`config.mk`:
```
export PLATFORM = sky130hd
export DESIGN_NAME = sample_dma
export DESIGN_NICKNAME = d
export VERILOG_FILES = /design/src/rtl/sample_dma.sv
export SDC_FILE = /design/constraint.sdc
export NUM_CORES = 1
export LEC_CHECK = 0
export BUFFER_PORTS_ARGS = -buffer_cell sky130_fd_sc_hd__buf_4
export CAP_MARGIN = 30
export CELL_PAD_IN_SITES_DETAIL_PLACEMENT = 0
export CELL_PAD_IN_SITES_GLOBAL_PLACEMENT = 1
export CORE_MARGIN = 4
export CORE_UTILIZATION = 50
export DETAILED_ROUTE_END_ITERATION = 10
export PLACE_DENSITY_LB_ADDON = 0.1
export RECOVER_POWER = 50
export SETUP_SLACK_MARGIN = 0.05
export SLEW_MARGIN = 5
export SYNTH_ARGS = -nofsm -noshare
export SYNTH_HDL_FRONTEND = slang
export SYNTH_SLANG_ARGS = --single-unit
```
`constraint.sdc`:
```
create_clock -name clk -period 9.5 [get_ports clk]
set_input_delay 1.425 -clock clk [delete_from_list [all_inputs] [get_ports clk]]
set_output_delay 1.425 -clock clk [all_outputs]
set_load 0.05 [all_outputs]
```
`src/rtl/sample_dma.sv`:
```
// sample_dma: round-robin DMA from CHANNELS sample FIFOs into SDRAM writes.
// Optional irq output and CTRL bits 2/10 when SAMPLE_DMA_IRQ_EN is defined.
//
// Ports:
//   clk, rst                 system clock, async active-high reset
//   fifo_empty/data/rd       per-channel FIFO read side (1-cycle read latency)
//   awaddr/wdata/wvalid      SDRAM write request, held until wready
//   wready                   SDRAM write accept
//   ctrl_addr/wr_data/strobe CPU register write, addr = {chan[3:0], reg[1:0]}
//   ctrl_rd_data             combinational register read
//   busy                     high from FIFO read until the write is accepted
//   irq                      (SAMPLE_DMA_IRQ_EN only) registered interrupt
module sample_dma #(
    parameter int CHANNELS = 2,
    parameter int DATA_W   = 16,
    parameter int ADDR_W   = 24
) (
    input  logic                       clk,
    input  logic                       rst,
    input  logic [CHANNELS-1:0]        fifo_empty,
    input  logic [CHANNELS*DATA_W-1:0] fifo_data,
    output logic [CHANNELS-1:0]        fifo_rd,
    output logic [ADDR_W-1:0]          awaddr,
    output logic [DATA_W-1:0]          wdata,
    output logic                       wvalid,
    input  logic                       wready,
    input  logic [5:0]                 ctrl_addr,
    input  logic [31:0]                ctrl_wr_data,
    input  logic                       ctrl_wr_strobe,
    output logic [31:0]                ctrl_rd_data,
`ifdef SAMPLE_DMA_IRQ_EN
    output logic                       irq,
`endif
    output logic                       busy
);

    localparam int CW = (CHANNELS > 1) ? $clog2(CHANNELS) : 1;

    typedef enum logic [1:0] {S_IDLE, S_RD, S_LAT, S_WR} state_t;

    state_t                state_q, state_d;
    logic [CW-1:0]         ch_q, ch_d;
    logic [CW-1:0]         rr_q, rr_d;
    logic [CHANNELS-1:0]   fifo_rd_q, fifo_rd_d;
    logic [ADDR_W-1:0]     awaddr_q, awaddr_d;
    logic [DATA_W-1:0]     wdata_q, wdata_d;
    logic                  wvalid_q, wvalid_d;
    logic                  busy_q, busy_d;

    logic [CHANNELS-1:0]   en_q, en_d;
    logic [CHANNELS-1:0]   circ_q, circ_d;
    logic [CHANNELS-1:0]   full_q, full_d;
    logic [CHANNELS-1:0]   wrap_q, wrap_d;
    logic [ADDR_W-1:0]     base_q [CHANNELS];
    logic [ADDR_W-1:0]     base_d [CHANNELS];
    logic [ADDR_W-1:0]     size_q [CHANNELS];
    logic [ADDR_W-1:0]     size_d [CHANNELS];
    logic [ADDR_W-1:0]     wptr_q [CHANNELS];
    logic [ADDR_W-1:0]     wptr_d [CHANNELS];
`ifdef SAMPLE_DMA_IRQ_EN
    logic [CHANNELS-1:0]   irq_en_q, irq_en_d;
    logic [CHANNELS-1:0]   half_q, half_d;
    logic                  irq_q, irq_d;
`endif

    logic [CHANNELS-1:0]   elig;
    logic                  found;
    logic [CW-1:0]         sel;
    logic                  accept;
    logic [DATA_W-1:0]     cur_data;
    logic [ADDR_W-1:0]     cur_base;
    logic [ADDR_W-1:0]     cur_wptr;
    int                    ctrl_ch;
    logic [1:0]            ctrl_reg;
    logic                  unused_wr_data;

    assign ctrl_ch        = int'(ctrl_addr[5:2]);
    assign ctrl_reg       = ctrl_addr[1:0];
    assign unused_wr_data = ^ctrl_wr_data;

    always_comb begin
        for (int i = 0; i < CHANNELS; i++) begin
            elig[i] = en_q[i] && !fifo_empty[i] &&
                      (size_q[i] != '0) && !full_q[i];
        end
    end

    // Round-robin search starting at rr_q (one past the last served channel).
    always_comb begin
        found = 1'b0;
        sel   = '0;
        for (int k = 0; k < CHANNELS; k++) begin
            if (!found && elig[(int'(rr_q) + k) % CHANNELS]) begin
                found = 1'b1;
                sel   = CW'((int'(rr_q) + k) % CHANNELS);
            end
        end
    end

    always_comb begin
        cur_data = '0;
        cur_base = '0;
        cur_wptr = '0;
        for (int i = 0; i < CHANNELS; i++) begin
            if (ch_q == CW'(i)) begin
                cur_data = fifo_data[i*DATA_W +: DATA_W];
                cur_base = base_q[i];
                cur_wptr = wptr_q[i];
            end
        end
    end

    always_comb begin
        state_d   = state_q;
        ch_d      = ch_q;
        rr_d      = rr_q;
        fifo_rd_d = '0;
        awaddr_d  = awaddr_q;
        wdata_d   = wdata_q;
        wvalid_d  = wvalid_q;
        busy_d    = busy_q;
        en_d      = en_q;
        circ_d    = circ_q;
        full_d    = full_q;
        wrap_d    = wrap_q;
        base_d    = base_q;
        size_d    = size_q;
        wptr_d    = wptr_q;
        accept    = 1'b0;
`ifdef SAMPLE_DMA_IRQ_EN
        irq_en_d  = irq_en_q;
        half_d    = half_q;
        irq_d     = |(irq_en_q & (half_q | wrap_q | full_q));
`endif

        unique case (state_q)
            S_IDLE: begin
                if (found) begin
                    state_d = S_RD;
                    ch_d    = sel;
                    busy_d  = 1'b1;
                    for (int i = 0; i < CHANNELS; i++) begin
                        fifo_rd_d[i] = (sel == CW'(i));
                    end
                end
            end
            S_RD: begin
                state_d = S_LAT;
            end
            S_LAT: begin
                wdata_d  = cur_data;
                awaddr_d = cur_base + cur_wptr;
                wvalid_d = 1'b1;
                state_d  = S_WR;
            end
            S_WR: begin
                if (wready) begin
                    wvalid_d = 1'b0;
                    busy_d   = 1'b0;
                    accept   = 1'b1;
                    state_d  = S_IDLE;
                    rr_d     = (ch_q == CW'(CHANNELS - 1)) ? '0
                                                          : ch_q + 1'b1;
                end
            end
            default: state_d = S_IDLE;
        endcase

        for (int i = 0; i < CHANNELS; i++) begin
            if (accept && ch_q == CW'(i)) begin
                if (({1'b0, wptr_q[i]} + 1'b1) < {1'b0, size_q[i]}) begin
                    wptr_d[i] = wptr_q[i] + 1'b1;
`ifdef SAMPLE_DMA_IRQ_EN
                    if ((wptr_q[i] + 1'b1) == (size_q[i] >> 1)) begin
                        half_d[i] = 1'b1;
                    end
`endif
                end else if (circ_q[i]) begin
                    wptr_d[i] = '0;
                    wrap_d[i] = 1'b1;
`ifdef SAMPLE_DMA_IRQ_EN
                    half_d[i] = 1'b1;
`endif
                end else begin
                    // SIZE may have been rewritten to 0 mid-transfer.
                    full_d[i] = 1'b1;
                    wptr_d[i] = (size_q[i] != '0) ? size_q[i] - 1'b1 : '0;
`ifdef SAMPLE_DMA_IRQ_EN
                    half_d[i] = 1'b1;
`endif
                end
            end

            // CPU writes are applied last so they override the pointer update.
            if (ctrl_wr_strobe && ctrl_ch == i) begin
                unique case (ctrl_reg)
                    2'd0: begin
                        en_d[i]   = ctrl_wr_data[0];
                        circ_d[i] = ctrl_wr_data[1];
                        if (ctrl_wr_data[9]) begin
                            wrap_d[i] = 1'b0;
                        end
`ifdef SAMPLE_DMA_IRQ_EN
                        irq_en_d[i] = ctrl_wr_data[2];
                        if (ctrl_wr_data[10]) begin
                            half_d[i] = 1'b0;
                        end
`endif
                    end
                    2'd1: base_d[i] = ctrl_wr_data[ADDR_W-1:0];
                    2'd2: size_d[i] = ctrl_wr_data[ADDR_W-1:0];
                    2'd3: begin
                        wptr_d[i] = '0;
                        full_d[i] = 1'b0;
                        wrap_d[i] = wrap_q[i];
`ifdef SAMPLE_DMA_IRQ_EN
                        half_d[i] = half_q[i];
`endif
                    end
                    default: ;
                endcase
            end
        end
    end

    always_comb begin
        ctrl_rd_data = '0;
        for (int i = 0; i < CHANNELS; i++) begin
            if (ctrl_ch == i) begin
                unique case (ctrl_reg)
                    2'd0: begin
                        ctrl_rd_data[0] = en_q[i];
                        ctrl_rd_data[1] = circ_q[i];
                        ctrl_rd_data[8] = full_q[i];
                        ctrl_rd_data[9] = wrap_q[i];
`ifdef SAMPLE_DMA_IRQ_EN
                        ctrl_rd_data[2]  = irq_en_q[i];
                        ctrl_rd_data[10] = half_q[i];
`endif
                    end
                    2'd1: ctrl_rd_data[ADDR_W-1:0] = base_q[i];
                    2'd2: ctrl_rd_data[ADDR_W-1:0] = size_q[i];
                    2'd3: ctrl_rd_data[ADDR_W-1:0] = wptr_q[i];
                    default: ;
                endcase
            end
        end
    end

    always_ff @(posedge clk or posedge rst) begin
        if (rst) begin
            state_q   <= S_IDLE;
            ch_q      <= '0;
            rr_q      <= '0;
            fifo_rd_q <= '0;
            awaddr_q  <= '0;
            wdata_q   <= '0;
            wvalid_q  <= 1'b0;
            busy_q    <= 1'b0;
            en_q      <= '0;
            circ_q    <= '0;
            full_q    <= '0;
            wrap_q    <= '0;
            for (int i = 0; i < CHANNELS; i++) begin
                base_q[i] <= '0;
                size_q[i] <= '0;
                wptr_q[i] <= '0;
            end
`ifdef SAMPLE_DMA_IRQ_EN
            irq_en_q  <= '0;
            half_q    <= '0;
            irq_q     <= 1'b0;
`endif
        end else begin
            state_q   <= state_d;
            ch_q      <= ch_d;
            rr_q      <= rr_d;
            fifo_rd_q <= fifo_rd_d;
            awaddr_q  <= awaddr_d;
            wdata_q   <= wdata_d;
            wvalid_q  <= wvalid_d;
            busy_q    <= busy_d;
            en_q      <= en_d;
            circ_q    <= circ_d;
            full_q    <= full_d;
            wrap_q    <= wrap_d;
            for (int i = 0; i < CHANNELS; i++) begin
                base_q[i] <= base_d[i];
                size_q[i] <= size_d[i];
                wptr_q[i] <= wptr_d[i];
            end
`ifdef SAMPLE_DMA_IRQ_EN
            irq_en_q  <= irq_en_d;
            half_q    <= half_d;
            irq_q     <= irq_d;
`endif
        end
    end

    assign fifo_rd = fifo_rd_q;
    assign awaddr  = awaddr_q;
    assign wdata   = wdata_q;
    assign wvalid  = wvalid_q;
    assign busy    = busy_q;
`ifdef SAMPLE_DMA_IRQ_EN
    assign irq     = irq_q;
`endif

endmodule

```
After elaboration in Yosys (flattened, before gate mapping)
Index checks and enable logic that the tools add are counted.
Widths: inputs -> output; s select.
{"block": "classes", "n_addsub": 9, "n_mul": 0, "div": 0, "magnitude_cmp": 4, "n_eq_ne": 11, "shift": 0, "muxes": 68, "n_bitwise": 3, "reduce_logical": 34}
{"cell": "$mux 24", "n": 16}
{"cell": "$pmux 14 s3", "n": 2}
{"cell": "$add 24x1->25 const B", "n": 2}
{"cell": "$lt 25x24->1", "n": 2}
{"cell": "$add 24x1->24 const B", "n": 2}
{"cell": "$reduce_bool 24->1", "n": 2}
{"cell": "$sub 24x1->24 const B", "n": 2}
{"cell": "$pmux 2 s4", "n": 5}
{"cell": "$pmux 6 s3", "n": 2}
{"cell": "$mux 1", "n": 34}
{"cell": "$logic_not 32->1", "n": 1}
{"cell": "$add 24x24->24", "n": 1}
{"cell": "$reduce_and 2->1", "n": 10}
{"cell": "$mux 16", "n": 1}
{"cell": "$logic_and 1x1->1", "n": 11}
{"cell": "$eq 2x2->1 const B", "n": 4}
{"cell": "$mux 2", "n": 4}
{"cell": "$ne 2x2->1 const B", "n": 4}
{"cell": "$pmux 1 s2", "n": 4}
{"cell": "$logic_not 1->1", "n": 5}
{"cell": "$eq 2x1->1 const B", "n": 2}
{"cell": "$eq 4x2->1 const B", "n": 1}
{"cell": "$logic_not 2->1", "n": 2}
{"cell": "$reduce_bool 2->1", "n": 2}
{"cell": "other kinds (6)", "n": 8}
{"block": "word_totals", "register_bits": 200, "latchBits": 0, "ramBits": 0, "romBits": 0, "out_inout_bits": 76, "elab_cells": 150, "mem_count": 0}

Logic depth before layout (Yosys ltp)
Gate-level depths: netlist of run 1.
{"block": "logic_depth", "ltp_word": 13, "mapped_depth": 17, "mapped_depth_nobuf": 14}

Least setup slack after synthesis of run 1
OpenSTA, ideal clock, no wires.
{"block": "synth_path", "path_kind": "input to output", "from": "in ctrl_addr[3]", "to": "out ctrl_rd_data[15]", "arrival_time_ps": 3283, "t_required_ps": 8075, "slack_ps": 4792, "path_stages": 5, "path_buffers": 2, "path_cell_list": "or3_1 -> clkbuf_1 -> or3_1 -> clkbuf_1 -> o22ai_1"}
{"block": "synth_between", "elab_chain_len": 4, "word_cells_on_any_way": 5}
{"element": "start, declared", "line": "27", "source": "input logic [5:0] ctrl_addr,"}
{"element": "$logic_not 32->1", "line": "229", "source": "if (ctrl_ch == i) begin"}
{"element": "$mux 24", "line": "229"}
{"element": "$pmux 14 s3", "line": "230", "source": "unique case (ctrl_reg)"}
{"element": "$mux 24 *", "line": "229"}
{"element": "end, declared", "line": "30", "source": "output logic [31:0] ctrl_rd_data,"}
Every way passes the cells marked *; elsewhere a longest branch is shown, timed or not.

==> metrics.txt, run 1 <==
status finished with violations; failing checks capacitance limit, slew limit; Crit Path Class in -> async; Hold Path Depth 1; maximum number of pins on one net before global-route repair 129; Starting Density 0.506; drt wl/cell 23.3 µm; row cnt 62; Critical Path RT 10,100 ps; Fin. Hold Viols 0; crit-path max FO 69; DR iter-0 viols 1,007; Startpoint Class input pin; Clock Sinks 200; first-pass GRT wire length 70,300 µm; Reg area 5010 µm²; cell repeated most along the worst path clkbuf_1; Worst Setup End Kind async pin; clk_skew 19.2 ps; Vert. Die Dim 178 µm; Port Buffer Count 135; final worst slack 3270 ps; Setup Buffers After CTS 0; Distinct cells, synth 74; vias per cell 6.11; ys flop type dfrtp_1; Worst-Skew Late Latency 460 ps; Die Width 178 µm; HPWL Detailed 33,500 µm; clk root buf clkbuf_16; Layout Nets 1,754; Worst Path Arrival 6830 ps; Min-Delay Endpoint awaddr[6]; Worst-path clk slew 80 ps; # Max-Cap Violations 4; hold wc startpoint awaddr[6]; Critical-path top delay cell clkbuf_1; Synth Instances 1,520; slowest stage delay, CP 2500 ps; min Tclk post-route 6230 ps; I/O pins 152; final setup vio count 0; launch point of the worst reg-to-reg path ch_q; Mapped Area 14,500 µm²; Slew HR -1.27; Synth Register Bits 200; post-route ant nets 0; synthesized area per cell 9.52 µm²; DIE AREA 31,700 µm²; footprint of the multi-input gates 8810 µm²; grt ovf 0; final worst-path cycle share 0.656; f_max 160 MHz; share of the yosys chip area belonging to registers 0.346; Tot Pwr 4.97 mW; Pleak 7.12 nW; Post-CTS Hold Fix Bufs 0; Placer Congestion 0.944; core area 28,600 µm²; initial antenna violation count 1; DR pass1 iterations 5; share of cells above drive strength 1 0.217; Ant. Diodes 0; Peak supply drop 0.141 mV; r2r worst-path depth 9; Layout fillers 2,654; TritonCTS clock tree done; Layout area overhead 11.8%; Worst Hold Slack 507 ps; number of buffers created by CTS 17; max-slew violations 243; async set-reset flop share out of synthesis 1.00; r2r setup slk 4100 ps; unrepaired setup endpoints after global routing false; Yosys warnings 0; vias in the first global route 11,500; cells along the critical path clkbuf_4, clkinvlp_2, clkbuf_1, clkbuf_1, buf_16; Clock Tree Buf Depth 2; vias 12,200; Worst-Margin Slew 3400 ps; GRT Overall Usage 0.290; PwrDens 307 nW/µm²; CTS resizes 0; setup_tns 0 ps; Setup WS pre-CTS 4080 ps; H-tree depth 4; R2R Path End awaddr[19]; final WL 46,400 µm; Residual DRC 0; Hold/Removal Path Class reg -> reg; Post-synth EDFFs 0
==> worst max-delay path, delay by kind of cell <==
kind / cells / cell delay [ps]
buffers and inverters: 5 / 5280
==> flip-flops by register name, indices dropped and copies added, names as in the netlist <==
name	cells
awaddr	24
base_q	48
busy	1
ch_q	1
circ_q	2
en_q	2
fifo_rd	2
full_q	2
rr_q	1
size_q	48
state_q	2
wdata	16
wptr_q	48
wrap_q	2
wvalid	1
==> cell type report <==
class	instances	share of cell area
clock buffers	21	0.0291
clock inverters	11	0.00804
inverters	68	0.0158
multi-input cells	1156	0.545
flip-flops and latches	200	0.309
well taps	384	0.0297
repair buffers	155	0.0632
==> Yosys cell counts, types with 4 or more instances <==
| master | n | area share |
|---|---|---|
| a31oi_1 | 16 | 0.0069 |
| and3_1 | 16 | 0.0069 |
| nor3_1 | 37 | 0.013 |
| nor2_1 | 103 | 0.027 |
| buf_1 | 9 | 0.0023 |
| a22oi_1 | 40 | 0.021 |
| and4_1 | 5 | 0.0030 |
| nand4_1 | 22 | 0.0095 |
| inv_1 | 68 | 0.018 |
| nand3_1 | 44 | 0.015 |
| nor4_1 | 11 | 0.0048 |
| clkbuf_1 | 70 | 0.018 |
| o31ai_1 | 7 | 0.0036 |
| mux2i_1 | 51 | 0.035 |
| nand2_1 | 78 | 0.020 |
| nor2b_1 | 6 | 0.0026 |
| xor2_1 | 16 | 0.0097 |
| o31a_1 | 4 | 0.0024 |
| a21oi_1 | 92 | 0.032 |
| or4_1 | 6 | 0.0031 |
| nand2b_1 | 14 | 0.0061 |
| mux2_2 | 179 | 0.14 |
| ha_1 | 79 | 0.068 |
| a21o_1 | 16 | 0.0083 |
| mux4_2 | 8 | 0.012 |
| a221oi_1 | 4 | 0.0024 |
| xnor2_1 | 87 | 0.053 |
| a211oi_1 | 12 | 0.0062 |
| or4_4 | 5 | 0.0039 |
| buf_2 | 11 | 0.0038 |
| or3_1 | 15 | 0.0065 |
| o21a_1 | 5 | 0.0026 |
| buf_4 | 12 | 0.0062 |
| o21ai_0 | 87 | 0.030 |
| o211ai_1 | 5 | 0.0026 |
| o22ai_1 | 20 | 0.0086 |
| dfrtp_1 | 200 | 0.35 |
==> stage by stage <==
step,utilization,instances,instance area (µm²)
finish,0.565,1995,16200
CTS,0.571,1992,16300
global route,0.565,1995,16200
floorplan,-,1527,14500
detailed placement,0.550,1960,15700
global placement,0.548,1957,15700
==> power by group <==
part | switching, mW | internal, mW
Sequential | 0.383 | 1.11
Clock | 0.376 | 0.395
Combinational | 1.61 | 1.10
Total | 2.36 | 2.61
==> worst max-delay path by stage <==
stage            startpoint                to  slack [ps]
3_5_place_dp   ctrl_addr[1]  ctrl_rd_data[13]        4080
2_1_floorplan           rst         awaddr[0]        2620
3_3_place_gp     wptr_q[24]        wptr_q[28]        3810
5_1_grt                 rst        base_q[36]        2260
6_report                rst        base_q[36]        3270
4_1_cts        ctrl_addr[1]  ctrl_rd_data[13]        4090
==> kinds of logic after synthesis <==
logic type	Yosys count	share of synthesized area
and+or+nand+nor	385	0.137
AOI/OAI and AO/OA	341	0.147
muxes	239	0.188
DFF	200	0.346
buffers and inverters	171	0.0489
xor gates and xnor gates	103	0.0623
adders and majority gates	80	0.0697
other	1	0.000259
==> layout by cell type (no fill, tap or decap), types with 8 or more instances in the layout <==
cell / count
a211oi_1: 12
a21o_1: 16
a21oi_1: 91
a22oi_1: 40
a31oi_1: 16
and3_1: 16
buf_4: 101
clkbuf_1: 49
clkbuf_16: 17
conb_1: 8
dfrtp_1: 199
ha_1: 79
inv_1: 67
mux2_2: 179
mux2i_1: 51
mux4_2: 8
nand2_1: 78
nand2b_1: 14
nand3_1: 44
nand4_1: 22
nor2_1: 102
nor3_1: 37
nor4_1: 11
o21ai_0: 87
o22ai_1: 20
or3_1: 16
xnor2_1: 87
xor2_1: 16
==> per-layer routing <==
| metal | track usage | vias up | part of all wire |
|---|---|---|---|
| met4 | 0.0899 | 0 | 0.026 |
| met3 | 0.0477 | 64 | 0.072 |
| li1 | - | 5698 | - |
| met1 | 0.431 | 6010 | 0.46 |
| met2 | 0.434 | 420 | 0.44 |
| met5 | 0 | - | 0 |
(Power assumes the default switching activity.)
==> inputs of run 2 (changes only) <==
CORE_UTILIZATION = 47   (was 50)
clock period = 6.45 ns   (was 9.5 ns; I/O delays follow)
==> metrics.txt, run 2 (same netlist as run 1, synthesis figures left out) <==
vias 12,200 (about the same); max-slew violations 284 (was 243); core area 30,000 µm² (was 28,600 µm²); Layout Nets 1,754 (unchanged); Int Power 3.88 mW (was 2.61 mW); HPWL Detailed 34,500 µm (was 33,500 µm); Startpoint Class register (was input pin); Sw Pwr 3.54 mW (was 2.36 mW); Slew HR -1.37 (was -1.27); H-tree depth 4 (unchanged); clk_skew 19.8 ps (was 19.2 ps); status finished with violations (unchanged); crit-path max FO 20 (was 69); unrepaired setup endpoints after global routing false (unchanged); vias in the first global route 11,900 (was 11,500); row cnt 63 (was 62); Pleak 7.21 nW (was 7.12 nW); # Max-Cap Violations 5 (was 4); GRT Overall Usage 0.277 (was 0.290); Layout area overhead 12.3% (was 11.8%); most common cell after layout, fill and taps aside dfrtp_1 (unchanged); Port Buffer Count 135 (unchanged); Starting Density 0.482 (was 0.506); vias per cell 6.10 (was 6.11); hold wc startpoint rr_q (was awaddr[6]); launch point of the worst reg-to-reg path wptr_q[24] (was ch_q); first-pass GRT wire length 72,500 µm (was 70,300 µm); maximum number of pins on one net before global-route repair 70 (was 129); slowest stage delay, CP 830 ps (was 2500 ps); Comb power frac 0.545 (about the same); switching share of power 0.477 (was 0.475); Critical-path top delay cell a2111oi_0 (was clkbuf_1); footprint of the multi-input gates 8810 µm² (about the same); Post-CTS Hold Fix Bufs 0 (unchanged); Ant. Diodes 0 (unchanged); crit path from wptr_q[24] (was rst); Layout fillers 2,760 (was 2,654); largest registers base_q x48, size_q x48, wptr_q x48 (unchanged); I/O pins 152 (unchanged); commonest non-fill, non-tap cells in the layout 200 x dfrtp_1, 179 x mux2_2, 134 x buf_4, 102 x nor2_1, 91 x a21oi_1 (was 199 x dfrtp_1, 179 x mux2_2, 102 x nor2_1, 101 x buf_4, 91 x a21oi_1); DR iter-0 viols 1,021 (was 1,007); final worst-path cycle share 0.803; failing checks capacitance limit, slew limit (unchanged); setup_tns 0 ps (unchanged); Fin. Hold Viols 0 (unchanged); Tot Pwr 7.42 mW (was 4.97 mW); Worst-Skew Late Latency 460 ps (about the same); f_max 193 MHz; Critical Path RT 6790 ps (was 10,100 ps); final WL 46,900 µm (was 46,400 µm); Worst-Margin Slew 3550 ps (was 3400 ps); final setup vio count 0 (unchanged); Reg area 5000 µm² (was 5010 µm²); Residual DRC 0 (unchanged); PwrDens 456 nW/µm² (was 307 nW/µm²); Vert. Die Dim 183 µm (was 178 µm); Clock Sinks 200 (unchanged); Clock Tree Buf Depth 2 (unchanged); min Tclk post-route 5180 ps; DR pass1 iterations 6 (was 5); Worst-path clk slew 90 ps (was 80 ps); initial antenna violation count 1 (unchanged); CTS resizes 0 (unchanged); cells along the critical path ha_1, and4_1, nand4_1, nor3b_1, nand4_1, xnor2_1, ha_1, a21o_1, a2111oi_0, and3_1, buf_4, nor3_1, o31a_1 (was clkbuf_4, clkinvlp_2, clkbuf_1, clkbuf_1, buf_16); placed cells 1,968 (was 1,960); Setup Buffers After CTS 0 (unchanged); grt ovf 0 (unchanged); share of power burned in registers 0.300 (about the same); Worst Setup End Kind register (was async pin); Die Width 183 µm (was 178 µm); Crit Path Class reg -> reg (was in -> async); fin cells 2,001 (was 1,995); Hold/Removal Path Class reg -> reg (unchanged); number of buffers created by CTS 17 (unchanged); share of cells above drive strength 1 0.236 (was 0.217); Placer Congestion 0.892 (was 0.944); clock share of power 0.155 (about the same); post-route ant nets 0 (unchanged); drt wl/cell 23.5 µm (was 23.3 µm); TritonCTS clock tree done (unchanged); Worst Path Arrival 5510 ps (was 6830 ps); Peak supply drop 0.238 mV (was 0.141 mV); DIE AREA 33,700 µm² (was 31,700 µm²); clk root buf clkbuf_16 (unchanged)
-- run 2: critical path: cells and delay by family, from the launching register on --
kind	cells	cell delay (ps)
DFF	1	430
buffers and inverters	1	370
AOI/OAI and AO/OA	3	1280
and+or+nand+nor	6	2140
xor gates and xnor gates	1	240
adders and majority gates	2	560
-- run 2: worst paths after layout --
check / slack, ps / depth (start not counted) / endpoint
min reg2reg: 500 / 1 / fifo_rd[0]
max: 1270 / 13 / wptr_q[37]
max reg2reg: 1270 / 13 / wptr_q[37]
min in group asynchronous: 680 / 2 / size_q[28]
min: 500 / 1 / fifo_rd[0]
max in group asynchronous: 1600 / 4 / base_q[16]
-- run 2: layout make-up --
cell class / count / area share
clock buffers: 18 / 0.0270
repair buffers: 155 / 0.0677
well taps: 390 / 0.0300
flip-flops and latches: 200 / 0.308
clock inverters: 14 / 0.00955
multi-input cells: 1156 / 0.542
inverters: 68 / 0.0158
-- run 2: power by group through the flow --
stage | Combinational (mW) | Sequential [mW] | Clock (mW)
6_report | 4.04 | 2.22 | 1.15
5_1_grt | 4.42 | 2.28 | 1.22
4_1_cts | 4.05 | 2.20 | 1.17
3_5_place_dp | 4.03 | 2.22 | 0
3_3_place_gp | 3.98 | 2.22 | 0
2_1_floorplan | 2.74 | 2.36 | 0
-- run 2: per-stage QoR --
step	utilization	instance area, µm²	setup WS [ps]	hold WS (ps)
4_1_cts	0.544	16300	1470	510
2_1_floorplan	-	14500	2580	462
5_1_grt	0.541	16300	678	524
3_3_place_gp	0.523	15700	1620	494
6_report	0.541	16300	1270	503
3_5_place_dp	0.524	15700	1520	497
-- run 2: routing by layer --
layer	up-vias	part of all wire	global-route usage
li1	5695	-	-
met1	6051	0.47	0.411
met2	402	0.44	0.419
met3	51	0.069	0.0530
met4	0	0.022	0.0688
met5	-	0	0
